<file path="config.mk">
export PLATFORM = sky130hd
export DESIGN_NAME = ccc_lock_reset_seq_flat
export DESIGN_NICKNAME = d
export VERILOG_FILES = /design/src/rtl/ccc_lock_reset_seq_if.sv /design/src/rtl/ccc_lock_reset_seq.sv /design/src/flat_wrapper.sv
export SDC_FILE = /design/constraint.sdc
export NUM_CORES = 1
export LEC_CHECK = 0
export CAP_MARGIN = 20
export CORE_MARGIN = 10
export CORE_UTILIZATION = 65
export CTS_CLUSTER_DIAMETER = 120
export CTS_CLUSTER_SIZE = 12
export DETAILED_ROUTE_END_ITERATION = 10
export DONT_BUFFER_PORTS = 1
export PLACE_DENSITY = 0.81
export SETUP_SLACK_MARGIN = 0.05
export SYNTH_ARGS = -nofsm -noshare
export SYNTH_HDL_FRONTEND = slang
export SYNTH_SLANG_ARGS = --single-unit
</file>
<file path="constraint.sdc">
create_clock -name clk -period 4.7 [get_ports clk]
set_input_delay 0.47 -clock clk [delete_from_list [all_inputs] [get_ports clk]]
set_output_delay 0.47 -clock clk [all_outputs]
set_load 0.05 [all_outputs]
</file>
<file path="src/rtl/ccc_lock_reset_seq_if.sv">
`default_nettype none
`timescale 1ns/1ps
// ============================================================================
// Module   : ccc_lock_reset_seq_if
// Purpose  : Bundles the lock inputs, the loss-clear pulse and the reset and
//            status outputs of the capture-fabric reset sequencer.
// Ports    : master - drives fab_lock, mss_lock, clr_loss; observes outputs
//            slave  - the sequencer side (consumes inputs, drives outputs)
// Revision : 1.0 - initial release
// ============================================================================
interface ccc_lock_reset_seq_if;
    logic       fab_lock;   // CCC fabric PLL lock, asynchronous
    logic       mss_lock;   // CCC MSS PLL lock, asynchronous
    logic       clr_loss;   // one-cycle pulse, clears loss flag and count
    logic       fab_rst;    // active-high reset to capture logic
    logic       fab_rst_n;  // registered complement of fab_rst
    logic       ready;      // high only in RUN
    logic       lock_lost;  // sticky lock-loss flag
    logic [7:0] loss_cnt;   // saturating lock-loss count
    logic [1:0] state;      // debug state encoding

    modport master (
        output fab_lock, mss_lock, clr_loss,
        input  fab_rst, fab_rst_n, ready, lock_lost, loss_cnt, state
    );

    modport slave (
        input  fab_lock, mss_lock, clr_loss,
        output fab_rst, fab_rst_n, ready, lock_lost, loss_cnt, state
    );
endinterface
`default_nettype wire

</file>
<file path="src/rtl/ccc_lock_reset_seq.sv">
`default_nettype none
`timescale 1ns/1ps
// ============================================================================
// Module   : ccc_lock_reset_seq
// Purpose  : Holds the capture fabric in reset until the PLL lock indication
//            has been stable for LOCK_HOLD cycles plus RST_HOLD cycles, then
//            releases reset synchronously. Any lock loss re-asserts reset;
//            losses from RUN are flagged and counted (saturating at 255).
// Ports    : clk  - CCC fabric clock
//            rst  - asynchronous active-high reset
//            bus  - slave modport: fab_lock, mss_lock, clr_loss in;
//                   fab_rst, fab_rst_n, ready, lock_lost, loss_cnt, state out
// Revision : 1.0 - initial release
// ============================================================================
module ccc_lock_reset_seq #(
    parameter int SYNC_STAGES  = 2,
    parameter int LOCK_HOLD    = 1024,
    parameter int RST_HOLD     = 16,
    parameter int USE_MSS_LOCK = 1
) (
    input  wire logic            clk,
    input  wire logic            rst,
    ccc_lock_reset_seq_if.slave  bus
);

    localparam logic [1:0]  c_ST_WAIT_LOCK = 2'd0;
    localparam logic [1:0]  c_ST_DEBOUNCE  = 2'd1;
    localparam logic [1:0]  c_ST_HOLD      = 2'd2;
    localparam logic [1:0]  c_ST_RUN       = 2'd3;

    localparam logic [15:0] c_LOCK_TERM    = 16'(LOCK_HOLD - 1);
    localparam logic [15:0] c_RST_TERM     = 16'(RST_HOLD - 1);
    localparam logic [7:0]  c_LOSS_MAX     = 8'hFF;
    localparam logic        c_IGNORE_MSS   = (USE_MSS_LOCK == 0);

    // ------------------------------------------------------------------
    // Lock synchronizers
    // ------------------------------------------------------------------
    logic [SYNC_STAGES-1:0] r_fab_sync;
    logic [SYNC_STAGES-1:0] r_mss_sync;
    logic                   w_lock_ok;

    always_ff @(posedge clk or posedge rst) begin
        if (rst) begin
            r_fab_sync <= '0;
            r_mss_sync <= '0;
        end else begin
            r_fab_sync <= {r_fab_sync[SYNC_STAGES-2:0], bus.fab_lock};
            r_mss_sync <= {r_mss_sync[SYNC_STAGES-2:0], bus.mss_lock};
        end
    end

    // With MSS qualification disabled the MSS term is forced true, so the
    // MSS chain still exists but never gates lock_ok.
    assign w_lock_ok = r_fab_sync[SYNC_STAGES-1]
                     & (r_mss_sync[SYNC_STAGES-1] | c_IGNORE_MSS);

    // ------------------------------------------------------------------
    // FSM state and registered outputs
    // ------------------------------------------------------------------
    logic [1:0]  r_state;
    logic [15:0] r_cnt;
    logic        r_fab_rst;
    logic        r_fab_rst_n;
    logic        r_ready;
    logic        r_lock_lost;
    logic [7:0]  r_loss_cnt;

    logic [1:0]  w_state_nxt;
    logic [15:0] w_cnt_nxt;
    logic        w_loss_evt;
    logic        w_run_nxt;
    logic        w_lock_lost_nxt;
    logic [7:0]  w_loss_cnt_nxt;

    always_ff @(posedge clk or posedge rst) begin
        if (rst) begin
            r_state     <= c_ST_WAIT_LOCK;
            r_cnt       <= '0;
            r_fab_rst   <= 1'b1;
            r_fab_rst_n <= 1'b0;
            r_ready     <= 1'b0;
            r_lock_lost <= 1'b0;
            r_loss_cnt  <= '0;
        end else begin
            r_state     <= w_state_nxt;
            r_cnt       <= w_cnt_nxt;
            r_fab_rst   <= ~w_run_nxt;
            r_fab_rst_n <= w_run_nxt;
            r_ready     <= w_run_nxt;
            r_lock_lost <= w_lock_lost_nxt;
            r_loss_cnt  <= w_loss_cnt_nxt;
        end
    end

    // Next-state logic. The shared counter restarts from zero whenever the
    // state changes, so each phase counts its own cycles.
    always_comb begin
        w_state_nxt = r_state;
        w_cnt_nxt   = r_cnt;
        w_loss_evt  = 1'b0;
        case (r_state)
            c_ST_WAIT_LOCK: begin
                w_cnt_nxt = '0;
                if (w_lock_ok) begin
                    w_state_nxt = c_ST_DEBOUNCE;
                end
            end
            c_ST_DEBOUNCE: begin
                if (!w_lock_ok) begin
                    w_state_nxt = c_ST_WAIT_LOCK;
                    w_cnt_nxt   = '0;
                end else if (r_cnt == c_LOCK_TERM) begin
                    w_state_nxt = c_ST_HOLD;
                    w_cnt_nxt   = '0;
                end else begin
                    w_cnt_nxt = r_cnt + 16'd1;
                end
            end
            c_ST_HOLD: begin
                if (!w_lock_ok) begin
                    w_state_nxt = c_ST_WAIT_LOCK;
                    w_cnt_nxt   = '0;
                end else if (r_cnt == c_RST_TERM) begin
                    w_state_nxt = c_ST_RUN;
                    w_cnt_nxt   = '0;
                end else begin
                    w_cnt_nxt = r_cnt + 16'd1;
                end
            end
            c_ST_RUN: begin
                w_cnt_nxt = '0;
                if (!w_lock_ok) begin
                    w_state_nxt = c_ST_WAIT_LOCK;
                    w_loss_evt  = 1'b1;
                end
            end
            default: begin
                w_state_nxt = c_ST_WAIT_LOCK;
                w_cnt_nxt   = '0;
            end
        endcase
    end

    // Output decode from next state. A loss event takes priority over a
    // coincident clear, leaving the count at one.
    always_comb begin
        w_run_nxt       = (w_state_nxt == c_ST_RUN);
        w_lock_lost_nxt = r_lock_lost;
        w_loss_cnt_nxt  = r_loss_cnt;
        if (w_loss_evt) begin
            w_lock_lost_nxt = 1'b1;
            if (bus.clr_loss) begin
                w_loss_cnt_nxt = 8'd1;
            end else if (r_loss_cnt != c_LOSS_MAX) begin
                w_loss_cnt_nxt = r_loss_cnt + 8'd1;
            end
        end else if (bus.clr_loss) begin
            w_lock_lost_nxt = 1'b0;
            w_loss_cnt_nxt  = '0;
        end
    end

    assign bus.fab_rst   = r_fab_rst;
    assign bus.fab_rst_n = r_fab_rst_n;
    assign bus.ready     = r_ready;
    assign bus.lock_lost = r_lock_lost;
    assign bus.loss_cnt  = r_loss_cnt;
    assign bus.state     = r_state;

endmodule
`default_nettype wire

</file>
<file path="src/flat_wrapper.sv">
// flat-port wrapper written by rule: the top's interface ports become plain ports
module ccc_lock_reset_seq_flat 
#(
    parameter int SYNC_STAGES  = 2,
    parameter int LOCK_HOLD    = 1024,
    parameter int RST_HOLD     = 16,
    parameter int USE_MSS_LOCK = 1
)
  (clk, rst, bus_fab_lock, bus_mss_lock, bus_clr_loss, bus_fab_rst, bus_fab_rst_n, bus_ready, bus_lock_lost, bus_loss_cnt, bus_state);
  ccc_lock_reset_seq_if bus_i ();
  input  wire logic clk;
  input  wire logic rst;
  input wire logic [$bits(bus_i.fab_lock)-1:0] bus_fab_lock;
  input wire logic [$bits(bus_i.mss_lock)-1:0] bus_mss_lock;
  input wire logic [$bits(bus_i.clr_loss)-1:0] bus_clr_loss;
  output wire logic [$bits(bus_i.fab_rst)-1:0] bus_fab_rst;
  output wire logic [$bits(bus_i.fab_rst_n)-1:0] bus_fab_rst_n;
  output wire logic [$bits(bus_i.ready)-1:0] bus_ready;
  output wire logic [$bits(bus_i.lock_lost)-1:0] bus_lock_lost;
  output wire logic [$bits(bus_i.loss_cnt)-1:0] bus_loss_cnt;
  output wire logic [$bits(bus_i.state)-1:0] bus_state;
  assign bus_i.fab_lock = bus_fab_lock;
  assign bus_i.mss_lock = bus_mss_lock;
  assign bus_i.clr_loss = bus_clr_loss;
  assign bus_fab_rst = bus_i.fab_rst;
  assign bus_fab_rst_n = bus_i.fab_rst_n;
  assign bus_ready = bus_i.ready;
  assign bus_lock_lost = bus_i.lock_lost;
  assign bus_loss_cnt = bus_i.loss_cnt;
  assign bus_state = bus_i.state;
  ccc_lock_reset_seq #(.SYNC_STAGES(SYNC_STAGES), .LOCK_HOLD(LOCK_HOLD), .RST_HOLD(RST_HOLD), .USE_MSS_LOCK(USE_MSS_LOCK)) u_core (.clk(clk), .rst(rst), .bus(bus_i));
endmodule
</file>
Word-level counts from Yosys, hierarchy flattened
Cells that the tools add are included.
- RAM bits: 0
- bits in registers: 33
- word-level logic and storage cells: 44
- memories kept: 0
- input port bits: 5
- output and inout bits: 14
- latch bits: 0
- memory bits (read-only): 0
- eq/ne operators: 7
- add/sub/neg operators: 2
- div/mod/pow operators: 0
- magnitude comparators: 0
- $mul: 0
- bitwise logic cells: 2
- reductions and logical operators: 5
- shifts and indexed selects: 0
- muxes and demuxes: 20
- operators with widths (operator ; count):
    16-bit two-way mux ; 4
    16-bit one-hot mux with 3 select lines ; 1
    8-bit two-way mux ; 4
    16-bit by 1-bit adder with 16-bit output, second input constant ; 1
    16-bit by 10-bit equality test with 1-bit output, second input constant ; 1
    16-bit by 4-bit equality test with 1-bit output, second input constant ; 1
    2-bit two-way mux ; 6
    8-bit by 1-bit adder with 8-bit output, second input constant ; 1
    8-bit inequality test, second input constant ; 1
    2-bit one-hot mux with 4 select lines ; 1
    2-bit equality test, second input constant ; 3
    1-bit two-way mux ; 4
    2-bit nonzero test ; 2
    2-bit by 1-bit equality test with 1-bit output, second input constant ; 1
    2-bit zero test ; 1
    2-bit AND reduction ; 1
    2-bit OR reduction ; 1
    1-bit bitwise AND ; 1
    1-bit inverter ; 1

Depth between registers and ports, before layout
Gate-level depths: netlist of run 1.
- depth in word-level cells: 6
- gate-level depth with buffers: 7

Least setup slack after synthesis of run 1
No wires, ideal clock.
- path kind: register to register
- from: register u_core.r_loss_cnt[0], in the netlist u_core.bus.loss_cnt[0]
- to: register u_core.r_loss_cnt[5], in the netlist u_core.bus.loss_cnt[5]
- setup time: 0.125 ns
- path buffers: 0
- period minus slack after synthesis: 1.885 ns
- data required time: 4.575 ns
- data arrival time: 1.760 ns
- setup slack: 2.815 ns
- cell stages (with the launch flop): 5
- cells stage by stage: dfrtp_1 ha_1 and3_1 or4_1 mux2_2
- cells in the longest elaborated chain, start to end: 4
- elaborated cells on any way between the ends: 7
- classes of those cells: add/sub: 1; eq/ne: 1; mux: 3; reduce/logical: 2
- RTL lines (item ; line ; source):
    from (decl) ; ccc_lock_reset_seq.sv:67 ; logic [7:0] r_loss_cnt;
    from (signal assigned) ; ccc_lock_reset_seq.sv:92 ; r_loss_cnt <= w_loss_cnt_nxt;
    8-bit by 1-bit adder with 8-bit output ; ccc_lock_reset_seq.sv:156 ; w_loss_cnt_nxt = r_loss_cnt + 8'd1;
    8-bit two-way mux ; ccc_lock_reset_seq.sv:155 ; end else if (r_loss_cnt != c_LOSS_MAX) begin
    8-bit two-way mux ; ccc_lock_reset_seq.sv:153 ; if (bus.clr_loss) begin
    8-bit two-way mux ; ccc_lock_reset_seq.sv:151 ; if (w_loss_evt) begin
Parallel ways exist; a longest one is shown, timed or not. The select of a mux whose other input is x is not followed.
A chain may end at the register's enable or synchronous reset.

Worst setup path in the final report of run 1
- from: register u_core.r_cnt[10]
- to: register u_core.r_cnt[1]
- cells in the longest elaborated chain, start to end: 4
- elaborated cells on any way between the ends: 7
- classes of those cells: eq/ne: 2; mux: 5
- RTL lines (item ; line ; source):
    from (decl) ; ccc_lock_reset_seq.sv:62 ; logic [15:0] r_cnt;
    from (signal assigned) ; ccc_lock_reset_seq.sv:87 ; r_cnt <= w_cnt_nxt;
    16-bit by 4-bit equality test with 1-bit output / 16-bit by 10-bit equality test with 1-bit output (equally long branches) ; ccc_lock_reset_seq.sv:124, ccc_lock_reset_seq.sv:113 ;
    16-bit two-way mux (on tied branches) ; ccc_lock_reset_seq.sv:124, ccc_lock_reset_seq.sv:113 ;
    16-bit two-way mux (on tied branches) ; ccc_lock_reset_seq.sv:121, ccc_lock_reset_seq.sv:110 ;
    16-bit one-hot mux with 3 select lines (*) ; ccc_lock_reset_seq.sv:102 ; case (r_state)
    via u_core.w_cnt_nxt[1] ; ccc_lock_reset_seq.sv:70 ; logic [15:0] w_cnt_nxt;
The timed path passes the listed nets; every way through them passes the cells marked *.

==> run summary, run 1 <==
TritonCTS built the clock tree. Counting every instance in the synthesized netlist gives 154. The share of the cycle needed by the critical path after routing was 0.4952.

The worst setup path is of the reg -> reg kind. For this run, the number of Yosys warnings is 0. The combined area of all synthesized cells was 1670 um2. The worst setup path is launched from a flop. The sequential fraction of the synthesis area was 0.4951.

Setup repair after global routing left no endpoint under its margin. The master of the slowest instance on the critical path is or4b_1. The area fraction in compound gates after synthesis was 0.1483; the detailed placement HPWL was 2.351 mm. The final critical-path required period was 2.327 ns.

For the floorplan die area, the log shows 4997 um2. The logs give 0 ns for the final sum of negative setup slack and 4 for the iteration count of the initial detailed-routing pass. The hold violation count in the final report is 0. In the post-synthesis netlist, the biggest area contributors are dfrtp_1 48%, a21oi_2 5.2%, xnor2_1 4.7%. The worst setup path is captured at a flop. Dividing the detail-routed wire length by the instance count gives 17.99 um.

The overall routing resource usage was 0.1375; the final cell count without fillers was 186. The synthesized design contains 0 enable-type register cells. Counting distinct cell types in the post-synthesis netlist gives 43. For the clock sink count, the log shows 33.

The internal portion of total power is 0.3449 mW. The portion of synthesized cell area occupied by the leading cell type works out to 0.4794. Multiplexer fraction of the synthesized cell area: 0.01273. The sequential share of power was 0.646; the proportion of layout cells with a drive suffix above 1 was 0.1538. The number of buffers added by the clock tree synthesis step came out at 5.

The signal on the critical path passes through or4_4, nor4_2, or4b_1, a21boi_0. The fmax came out at 429.7 MHz. The power density over the cells works out to 263.7 nW/um2. The signal arrival time at the worst endpoint is 2.51 ns.

The post-synthesis share of cell area spent on full adders, half adders and majority gates was 0.01498; the aggregate global routing overflow was 0. The maximum fanout count along the critical path works out to 16. The total number of vias is 1217, and the synthesis-to-layout area growth is 1.873%.

The run gives 0.2447 mV as the largest voltage drop on the vdd net. The quantity of I/O buffers inserted on ports is 0. The effective utilization at floorplan is 0.6804. For the final weighted congestion of routability-driven global placement, the log shows 0.9119. The cell taking the most area after synthesis was dfrtp_1.

The part of the power in combinational logic is 0.021. The H-tree depth reported by CTS came out at 2. The first global-routing pass estimated 5.658 mm of wire. The tool flagged a number of max-cap violations equal to 0.

At the end of the flow, the number of nets in the layout was 162. After synthesis, the largest family of logic cells by area is simple AND/OR/NAND/NOR gates. The clock reaches the later pin of the worst-skew pair after 0.33 ns. The vertical extent of the die is 70.69 um, and the part of the total power dissipated in the clock network is 0.333.

Worst hold-check path type: in -> async. The switching part of the total is 0.2313, and the xor-xnor portion of the synthesized cell area is 0.06816. The clock transition at the register clock pins on the worst setup and hold paths after CTS is 0.10 ns, and the number of buffers inserted to repair setup after CTS is 0. The primary flip-flop cell chosen by synthesis mapping was dfrtp_1. The DRC violation total after the first TritonRoute iteration was 175. The largest stage delay on the critical path works out to 0.66 ns. The clock tree root buffer cell was clkbuf_4. Summed over all cells, the static leakage comes to 0.6494 nW. The relative slew slack is 0.4136, and the total of fill cells in the finished design is 195. The cell count after placement is 178. A synthesized cell averages 10.85 um2. At the pin with the least slew margin, the transition time is 0.8803 ns. The die width works out to 70.69 um.

Number of nets with antenna violations after detailed routing: 0. After floorplanning, the core was divided into 18 placement rows. The logs give 0 for the max-slew violation count and 0.003659 ns for the final setup skew. The synthesized-area fraction occupied by and/or/nand/nor cells was 0.2105. After detailed routing, the total wire length is 3.347 mm. The register bit count reported by yosys was 33; the count of hold buffers inserted by post-cts repair was 0. Setup violations remaining at the end of the flow were counted as 0. The run gives 0 as the post-cts repair resize count. Data on the critical path is required at its endpoint by 4.89 ns.

After detailed routing, the number of remaining DRC violations is 0. The initial antenna violation count is 0, and the number of global-route vias before repair is 1157. The synthesized netlist net count is 161.

The core region is 2455 um2. For the worst-case clock buffer depth, the log shows 2. Dividing the detail-routed via count by the number of cells gives 6.543. The logs give 19 for the I/O pin total and 0 for the final antenna diode count. Summed over all nets, the switching power comes to 0.1038 mW. Entering global routing, the biggest net connects 34 pins. The flow ran to the end, and the final reports show no timing, DRC or antenna violations. The share of flip-flops with an asynchronous set or reset was 1.000.
flip-flops by register name (all words and copies together), names as in the netlist:
register              cells
u_core.r_cnt             16
u_core.bus.loss_cnt       8
u_core.bus.state          2
u_core.r_fab_sync         2
u_core.r_mss_sync         2
u_core.bus.fab_rst        1
u_core.bus.fab_rst_n      1
u_core.bus.lock_lost      1
layout by cell type (no fill, tap or decap), drive strengths merged, types with 2 or more instances in the layout:
cell / n
inv: 5
xor2: 4
and4: 2
dfrtp: 32
or4: 8
clkinv: 2
nor3: 5
nand4: 6
xnor2: 9
nand2: 7
o31ai: 4
nor4: 7
nand3: 9
nor2: 5
nand2b: 2
clkbuf: 6
ha: 2
a21oi: 19
and3: 3
a31oi: 2
power by group through the flow:
| stage | registers (mW) | logic, mW | clock network (mW) |
|---|---|---|---|
| 6_report | 0.290 | 0.00942 | 0.149 |
| 5_1_grt | 0.291 | 0.0109 | 0.165 |
| 4_1_cts | 0.290 | 0.00992 | 0.153 |
| 3_5_place_dp | 0.296 | 0.00988 | 0 |
| 3_3_place_gp | 0.295 | 0.00948 | 0 |
| 2_1_floorplan | 0.295 | 0.00831 | 0 |
routing by layer:
layer	part of all wire	GRT usage	routed length [um]	vias up
met2	0.47	0.2008	1575	37
li1	-	-	-	579
met4	0.015	0.06022	49	0
met3	0.074	0.05718	248	5
met1	0.44	0.1731	1473	596
met5	0	0	0	-
worst max-delay path: cells and delay by family (launching register included):
kind	cells	cell delay [ns]
AOI/OAI and AO/OA	1	0.20
DFF	1	0.45
and+or+nand+nor	3	1.51
stage by stage:
stage	util	cell area (um2)	setup slack [ns]	hold slack, ns	power, mW
after floorplan	-	1670	2.815	0.3312	0.3031
after global placement	0.6723	1650	2.472	0.3325	0.3048
after detailed placement	0.6723	1650	2.381	0.3363	0.3054
after CTS	0.6932	1702	2.373	0.1020	0.4533
after global routing	0.6932	1702	2.232	0.1258	0.4665
final	0.6932	1702	2.373	0.09416	0.4487
layout make-up:
class	instances	area, um2	share of cell area
Inverter	5	18.77	0.01103
Timing Repair Buffer	1	7.507	0.004412
Sequential cell	33	827.0	0.4860
Clock inverter	2	10.01	0.005882
Clock buffer	6	41.29	0.02426
Multi-Input combinational cell	109	759.5	0.4463
Tap cell	30	37.54	0.02206
cell families after synthesis:
| group | after synthesis |
|---|---|
| DFF | 33 |
| AOI/OAI and AO/OA | 34 |
| buffers and inverters | 12 |
| and+or+nand+nor | 58 |
| muxes | 2 |
| xor gates and xnor gates | 13 |
| adders and majority gates | 2 |
cells in the mapped netlist, drive strengths merged (3+ instances only):
cell type	number
buf	4
nand4	6
and3	3
xor2	4
inv	5
nand3	9
xnor2	9
clkbuf	3
o31ai	4
nand2	7
nor2	5
nor3	5
nor4	7
a21oi	19
or4	8
dfrtp	32
final timing paths:
check / startpoint / endpoint / slack (ns) / depth (start not counted)
worst max-delay path: u_core.r_cnt[10]$_DFF_PP0_ / u_core.r_cnt[1]$_DFF_PP0_ / 2.37 / 4
worst min-delay path: rst / u_core.r_fab_sync[0]$_DFF_PP0_ / 0.09 / 2
worst max register to register: u_core.r_cnt[10]$_DFF_PP0_ / u_core.r_cnt[1]$_DFF_PP0_ / 2.37 / 4
worst min register to register: u_core.r_mss_sync[0]$_DFF_PP0_ / u_core.r_mss_sync[1]$_DFF_PP0_ / 0.36 / 0
max in group asynchronous: rst / u_core.bus.fab_rst$_DFF_PP1_ / 4.27 / 2
min in group clk: bus_fab_lock / u_core.r_fab_sync[0]$_DFF_PP0_ / 0.16 / 0
Note: power is estimated with default switching activity, not from simulation.
==> run 2: changes to the inputs <==
--- a/config.mk
+++ b/config.mk
@@ -7,12 +7,12 @@
 export LEC_CHECK = 0
 export CAP_MARGIN = 20
 export CORE_MARGIN = 10
-export CORE_UTILIZATION = 65
+export CORE_UTILIZATION = 56
 export CTS_CLUSTER_DIAMETER = 120
 export CTS_CLUSTER_SIZE = 12
 export DETAILED_ROUTE_END_ITERATION = 10
 export DONT_BUFFER_PORTS = 1
-export PLACE_DENSITY = 0.81
+export PLACE_DENSITY = 0.74
 export SETUP_SLACK_MARGIN = 0.05
 export SYNTH_ARGS = -nofsm -noshare
 export SYNTH_HDL_FRONTEND = slang
==> constraint.sdc (replaced) <==
create_clock -name clk -period 1.9 [get_ports clk]
set_input_delay 0.19 -clock clk [delete_from_list [all_inputs] [get_ports clk]]
set_output_delay 0.19 -clock clk [all_outputs]
set_load 0.05 [all_outputs]
==> run 2 against run 1 <==
Die area grew 11%; final area is 18% higher; routed wire length up 13%; critical path depth rose by 1; power grew to 2.6 times the previous value; non-clock buffer count increased by 32; cell count increased by 18%; count of clock-buffer cells in the layout rose by 2; first-iteration DRC count increased by 4.6%; critical endpoint unchanged; highest routed layer unchanged.
==> run summary, run 2 (synthesis gave the netlist of run 1 again) <==
The logs give 3.772 mm for the total wirelength of the detailed-routed design and 0 for the count of endpoints failing setup in the final report. Relative to the synthesized area, the layout overhead comes to 19.85%. The transition time of the tightest slew-check pin came out at 0.5085 ns. In this run the remaining antenna-violating nets after routing total 0. The max-slew violation count was 0. Summed over all failing endpoints, the final setup total negative slack is 0 ns. The initial antenna violation count is 0. The worst-case clock buffer depth is 2, and the effective utilization at floorplan is 0.5955. Final critical-path required period: 1.819 ns.

Endpoint required time on the critical path: 2.10 ns. The worst setup path is captured at a flop. The DRC violation count after routing is 0. The die covers 5567 um2.

The register with the most flip-flops in the layout has 16 of them. The signal arrival time at the worst endpoint came out at 2.02 ns. The H-tree was split into 2 levels. After detailed routing, the number of vias per cell comes to 6.269. The final setup skew was 0.01474 ns; the power density over the cells was 580.7 nW/um2.

The critical path is of the reg -> reg type. Dividing the detail-routed wire length by the instance count gives 17.22 um. For the largest voltage drop on the vdd net, the log shows 0.4986 mV.

The count of cells in the finished layout, fillers not included, comes to 219. The logs give 1862 um2 for the instance area after placement and 183 for the DRC violation total after the first TritonRoute iteration. The floorplan has 19 rows. In this run the static leakage power is 0.8180 nW. The tools report the overall routing resource usage as 0.1425. The library cells used most frequently in the layout, excluding fill and tap cells, are 30 x dfrtp_1, 27 x buf_4, 10 x a21oi_2.

The proportion of layout cells with a drive suffix above 1 was 0.2872; the detailed placement HPWL was 2.546 mm. The region available for standard cell placement spans 2805 um2. The share of the cycle needed by the critical path after routing is 0.9575, and the vertical extent of the die is 74.62 um. The tool flagged a number of max-cap violations equal to 0. Setup repair after global routing left no endpoint under its margin. 19 I/O pins were placed. The number of global-route vias before repair is 1285. For the source-to-sink clock delay at the later pin of the worst-skew pair, the log shows 0.33 ns.

Die width: 74.62 um. The total number of vias came out at 1373. After routing the design area is 2002 um2. The run gives 6.189 mm as the global-route wire length before repair. Most common cell after layout, fill and taps aside: dfrtp_1. Static timing analysis puts the maximum clock frequency at 549.7 MHz. The worst hold path belongs to the class in -> reg.

Maximum number of pins on one net before global-route repair: 34. The layout has 194 filler cells. The tools report the relative slew slack as 0.6579.

The tree is rooted in a clkbuf_4. More flip-flops sit in one register than any other, and that register is u_core.r_cnt. The flow ran to the end, and the final reports show no timing, DRC or antenna violations. The count of buffers added on input and output ports is 0. The number of placed instances, taps included, is 205. The maximum fanout count along the critical path was 16; the final antenna diode count was 0.

The launching element type of the critical path was a flop. The run gives 33 as the clock sink count. TritonCTS built the clock tree.

For the final core utilization, the log shows 0.7136. The total overflow left after global routing is 0. The first detailed-routing pass took 4 iterations.

Clock-pin slew was measured on the worst setup and hold paths at 0.09 ns. The hold violation count in the final report was 0; the layout net count was 194. At the end of routability-driven placement, the weighted congestion stood at 0.8774. The number of clock buffers added by TritonCTS is 5.
## run 2: cell types whose count changed in the layout (fill, tap and decap cells not counted), sizes merged
cell,previous run,this run
clkbuf,6,8
dlygate4sd3,0,5
buf,1,28
clkinv,2,0
## run 2: report_power, final
part	internal (mW)	leakage, nW	switching (mW)
clock network	0.182	0.0326	0.225
logic	0.0140	0.342	0.0278
registers	0.708	0.444	0.00540
total	0.904	0.818	0.258
## run 2: what timing repair did
item / CTS / global route
cloned: 0 / 0
endpoints found under the hold margin: 41 / 1
gates resized for setup: 3 / 1
setup buffers: 0 / 1
hold buffers: 4 / 1
setup endpoints to repair: 3 / 1
## run 2: path summary, 6_finish.rpt
check,cells after the start,end,startpoint,slack (ns)
min in group asynchronous,3,u_core.r_mss_sync[1]$_DFF_PP0_,rst,0.38
max,5,u_core.r_cnt[1]$_DFF_PP0_,u_core.r_cnt[12]$_DFF_PP0_,0.08
min,2,u_core.bus.loss_cnt[1]$_DFFE_PP0P_,bus_clr_loss,0.03
max reg2reg,5,u_core.r_cnt[1]$_DFF_PP0_,u_core.r_cnt[12]$_DFF_PP0_,0.08
max in group asynchronous,3,u_core.bus.fab_rst$_DFF_PP1_,rst,1.18
min reg2reg,0,u_core.r_mss_sync[1]$_DFF_PP0_,u_core.r_mss_sync[0]$_DFF_PP0_,0.35
## run 2: metrics by stage
step                hold slack, ns  power, mW  setup WS, ns
global placement            0.1864     0.7570        0.1043
detailed placement          0.1926     0.7583       0.04326
floorplan                   0.2214     0.7498       0.06458
global route               0.02558      1.212       0.06910
finish                     0.02744      1.162       0.08074
CTS                        0.01481      1.169       0.08658
## run 2: layer usage
metal	wire, um	track usage	up-vias	part of all wire
met3	290	0.04731	6	0.077
met2	1760	0.2181	47	0.47
met5	0	0	-	0
li1	-	-	646	-
met4	51	0.05252	0	0.014
met1	1671	0.1838	674	0.44
## run 2: cell type report
class                           count  area [um2]  area share
Timing Repair Buffer               33       272.8      0.1363
Sequential cell                    33       829.5      0.4144
Clock buffer                        8       58.81     0.02938
Inverter                            5       18.77    0.009375
Multi-Input combinational cell    109       783.3      0.3912
Tap cell                           31       38.79     0.01938
## run 2: worst max-delay path, cell delays in order (launching register included)
cell	delay, ns
dfrtp_1	0.41
or4_4	0.54
nor4_4	0.30
or4b_4	0.19
buf_12	0.15
a21boi_0	0.10
==> run 3: changes to the inputs <==
--- a/config.mk
+++ b/config.mk
@@ -8,6 +8,7 @@
 export CAP_MARGIN = 20
 export CORE_MARGIN = 10
 export CORE_UTILIZATION = 56
+export CTS_BUF_LIST = sky130_fd_sc_hd__clkbuf_8 sky130_fd_sc_hd__clkbuf_16
 export CTS_CLUSTER_DIAMETER = 120
 export CTS_CLUSTER_SIZE = 12
 export DETAILED_ROUTE_END_ITERATION = 10
==> run 3 against run 2 <==
Final area up 0.81%; via count about the same; register-to-register slack better by 0.02 ns; largest cell class unchanged; clock skew down 0.0093 ns; critical path type unchanged; utilization up 0.58 points.
==> run summary, run 3 (synthesis gave the netlist of run 1 again) <==
The effective utilization at floorplan is 0.5955, and the reported leakage power is 0.8351 nW. The relative slew slack was 0.6706; the initial antenna violation count was 0. The most common cell after layout, fill and taps aside was dfrtp_1.

The total area inside the core boundary comes to 2805 um2. The logs give 5567 um2 for the floorplan die area and 34 for the maximum number of pins on one net before global-route repair. The flow ran to the end, and the final reports show no timing, DRC or antenna violations. The via count normalized by instance count was 6.294. The clock arrives with 0.005487 ns of skew. STA classifies the critical path startpoint as a flop. The top cell types in the final layout, fill and taps aside, are 30 x dfrtp_1, 27 x buf_4, 10 x a21oi_2. Along the worst path, the maximum fanout reaches 16.

Clock sink count: 33. Power density over the cells: 633.6 nW/um2. The launch point of the worst path was u_core.r_cnt[10]$_DFF_PP0_.

The register with the most flip-flops in the final layout is u_core.r_cnt. From left edge to right edge, the die measures 74.62 um. Measured in cells, the most critical reg-to-reg path has a length of 5. The root buffer cell chosen for the clock tree is clkbuf_8. The logs give 0 for the hold violation count in the final report and 2.546 mm for the detailed placement HPWL. The final critical-path required period is 1.804 ns. After the last flow step, the layout net total stands at 193. STA classifies the critical path endpoint as a flop. The DRC violation count after routing is 0, and the iteration count of the initial detailed-routing pass is 4. The I/O pin total is 19. At the pin with the least slew margin, the transition time is 0.4896 ns.

STA puts the critical path data required time at 2.05 ns. The logs give 19 for the number of placement rows and 3.767 mm for the total wirelength of the detailed-routed design. After filler insertion, the fill cell instance count of the layout stands at 195. The final weighted congestion of routability-driven global placement was 0.8774. The H-tree generated during clock tree synthesis spans 2 levels. At the later pin of the worst-skew pair, clock insertion delay measures 0.28 ns. The count of cells along the worst hold path was 1. The startpoint identified for the worst hold timing path is bus_clr_loss. TritonCTS built the clock tree. Total number of vias: 1372. The detailed-route wire length per cell works out to 17.28 um. The kind of critical path was reg -> reg.

The synthesis-to-layout area growth works out to 20.82%. The design draws 1.279 mW. The final antenna diode count is 0. Overall routing resource usage: 0.1455. The share of the cycle needed by the critical path after routing was 0.9493; the signal arrival time at the worst endpoint was 1.95 ns. The global-route wire length before repair was 6.348 mm. The aggregate global routing overflow came out at 0. The clock passes through at most 2 buffers.

The tools report the number of global-route vias before repair as 1321. In this run the worst hold path is classified as in -> reg. In this run, placement finished with an instance count of 205. Fmax: 554.4 MHz. The number of nets with antenna violations after detailed routing is 0, and the number of buffers added by the clock tree synthesis step is 5. Setup total negative slack on the finished layout was measured at 0 ns.

Leaving out filler cells and counting taps, the final layout contains 218. Max-cap violations in this run came to 0. The proportion of layout cells with a drive suffix above 1 was 0.2834; the max-slew violation count was 0.

Setup repair after global routing left no endpoint under its margin. The clock transition at the register clock pins on the worst setup and hold paths after CTS was 0.06 ns; the flip-flop count of the largest register, all copies and words added was 16. The floorplan step set the die height to 74.62 um.

During placement, the flow inserted port buffers numbering 0. The largest voltage drop on the vdd net came out at 0.4397 mV. Setup violations remaining at the end of the flow were counted as 0.

The reg-to-reg critical path startpoint was u_core.r_cnt[10]$_DFF_PP0_. The first routing iteration left 169 violations. The final hold slack was 0.03962 ns.
## run 3: worst max-delay path: stages, from the launching register on
cell and delay, ns:
dfrtp_1 0.37, or4_4 0.56, nor4_4 0.30, or4b_4 0.19, buf_12 0.15, a22oi_1 0.10
## run 3: per-layer routing
| metal | wire length [um] | vias to the layer above | global-route usage | share of wire |
|---|---|---|---|---|
| met4 | 68 | 0 | 0.06092 | 0.018 |
| met1 | 1684 | 674 | 0.1862 | 0.45 |
| met3 | 240 | 9 | 0.04862 | 0.064 |
| li1 | - | 645 | - | - |
| met5 | 0 | - | 0 | 0 |
| met2 | 1774 | 44 | 0.2209 | 0.47 |
## run 3: path summary, 6_finish.rpt
| path | to | slack (ns) |
|---|---|---|
| max reg2reg | u_core.r_cnt[15]$_DFF_PP0_ | 0.1 |
| min | u_core.bus.lock_lost$_DFFE_PP0P_ | 0.04 |
| min reg2reg | u_core.r_mss_sync[1]$_DFF_PP0_ | 0.35 |
| max in group asynchronous | u_core.bus.fab_rst$_DFF_PP1_ | 1.13 |
| max | u_core.r_cnt[15]$_DFF_PP0_ | 0.1 |
| min in group asynchronous | u_core.r_mss_sync[1]$_DFF_PP0_ | 0.44 |
## run 3: cell type report
type,count,area [um2],share of cell area
Clock inverter,2,7.507,0.003720
Inverter,5,18.77,0.009299
Sequential cell,33,829.5,0.4110
Multi-Input combinational cell,109,778.2,0.3856
Timing Repair Buffer,32,262.8,0.1302
Clock buffer,6,82.58,0.04092
Tap cell,31,38.79,0.01922
## run 3: timing repair
item                                    in CTS  in global routing
hold endpoints to repair                    39                  0
setup buffers                                0                  1
gates resized for setup                      3                  0
pin swaps                                    0                  0
hold buffers                                 4                  0
endpoints found under the setup margin       2                  1
## run 3: report_power, final
group          leakage [nW]  switching [mW]  internal [mW]
clock network        0.0538           0.241          0.284
logic                 0.337          0.0268         0.0126
registers             0.444         0.00565          0.709
## run 3: stage by stage
step	setup slack, ns	instance area [um2]	utilization
floorplan	0.06458	1673	-
global placement	0.1043	1862	0.6637
detailed placement	0.04326	1862	0.6637
CTS	0.09264	2011	0.7168
global route	0.05631	2018	0.7194
finish	0.09641	2018	0.7194
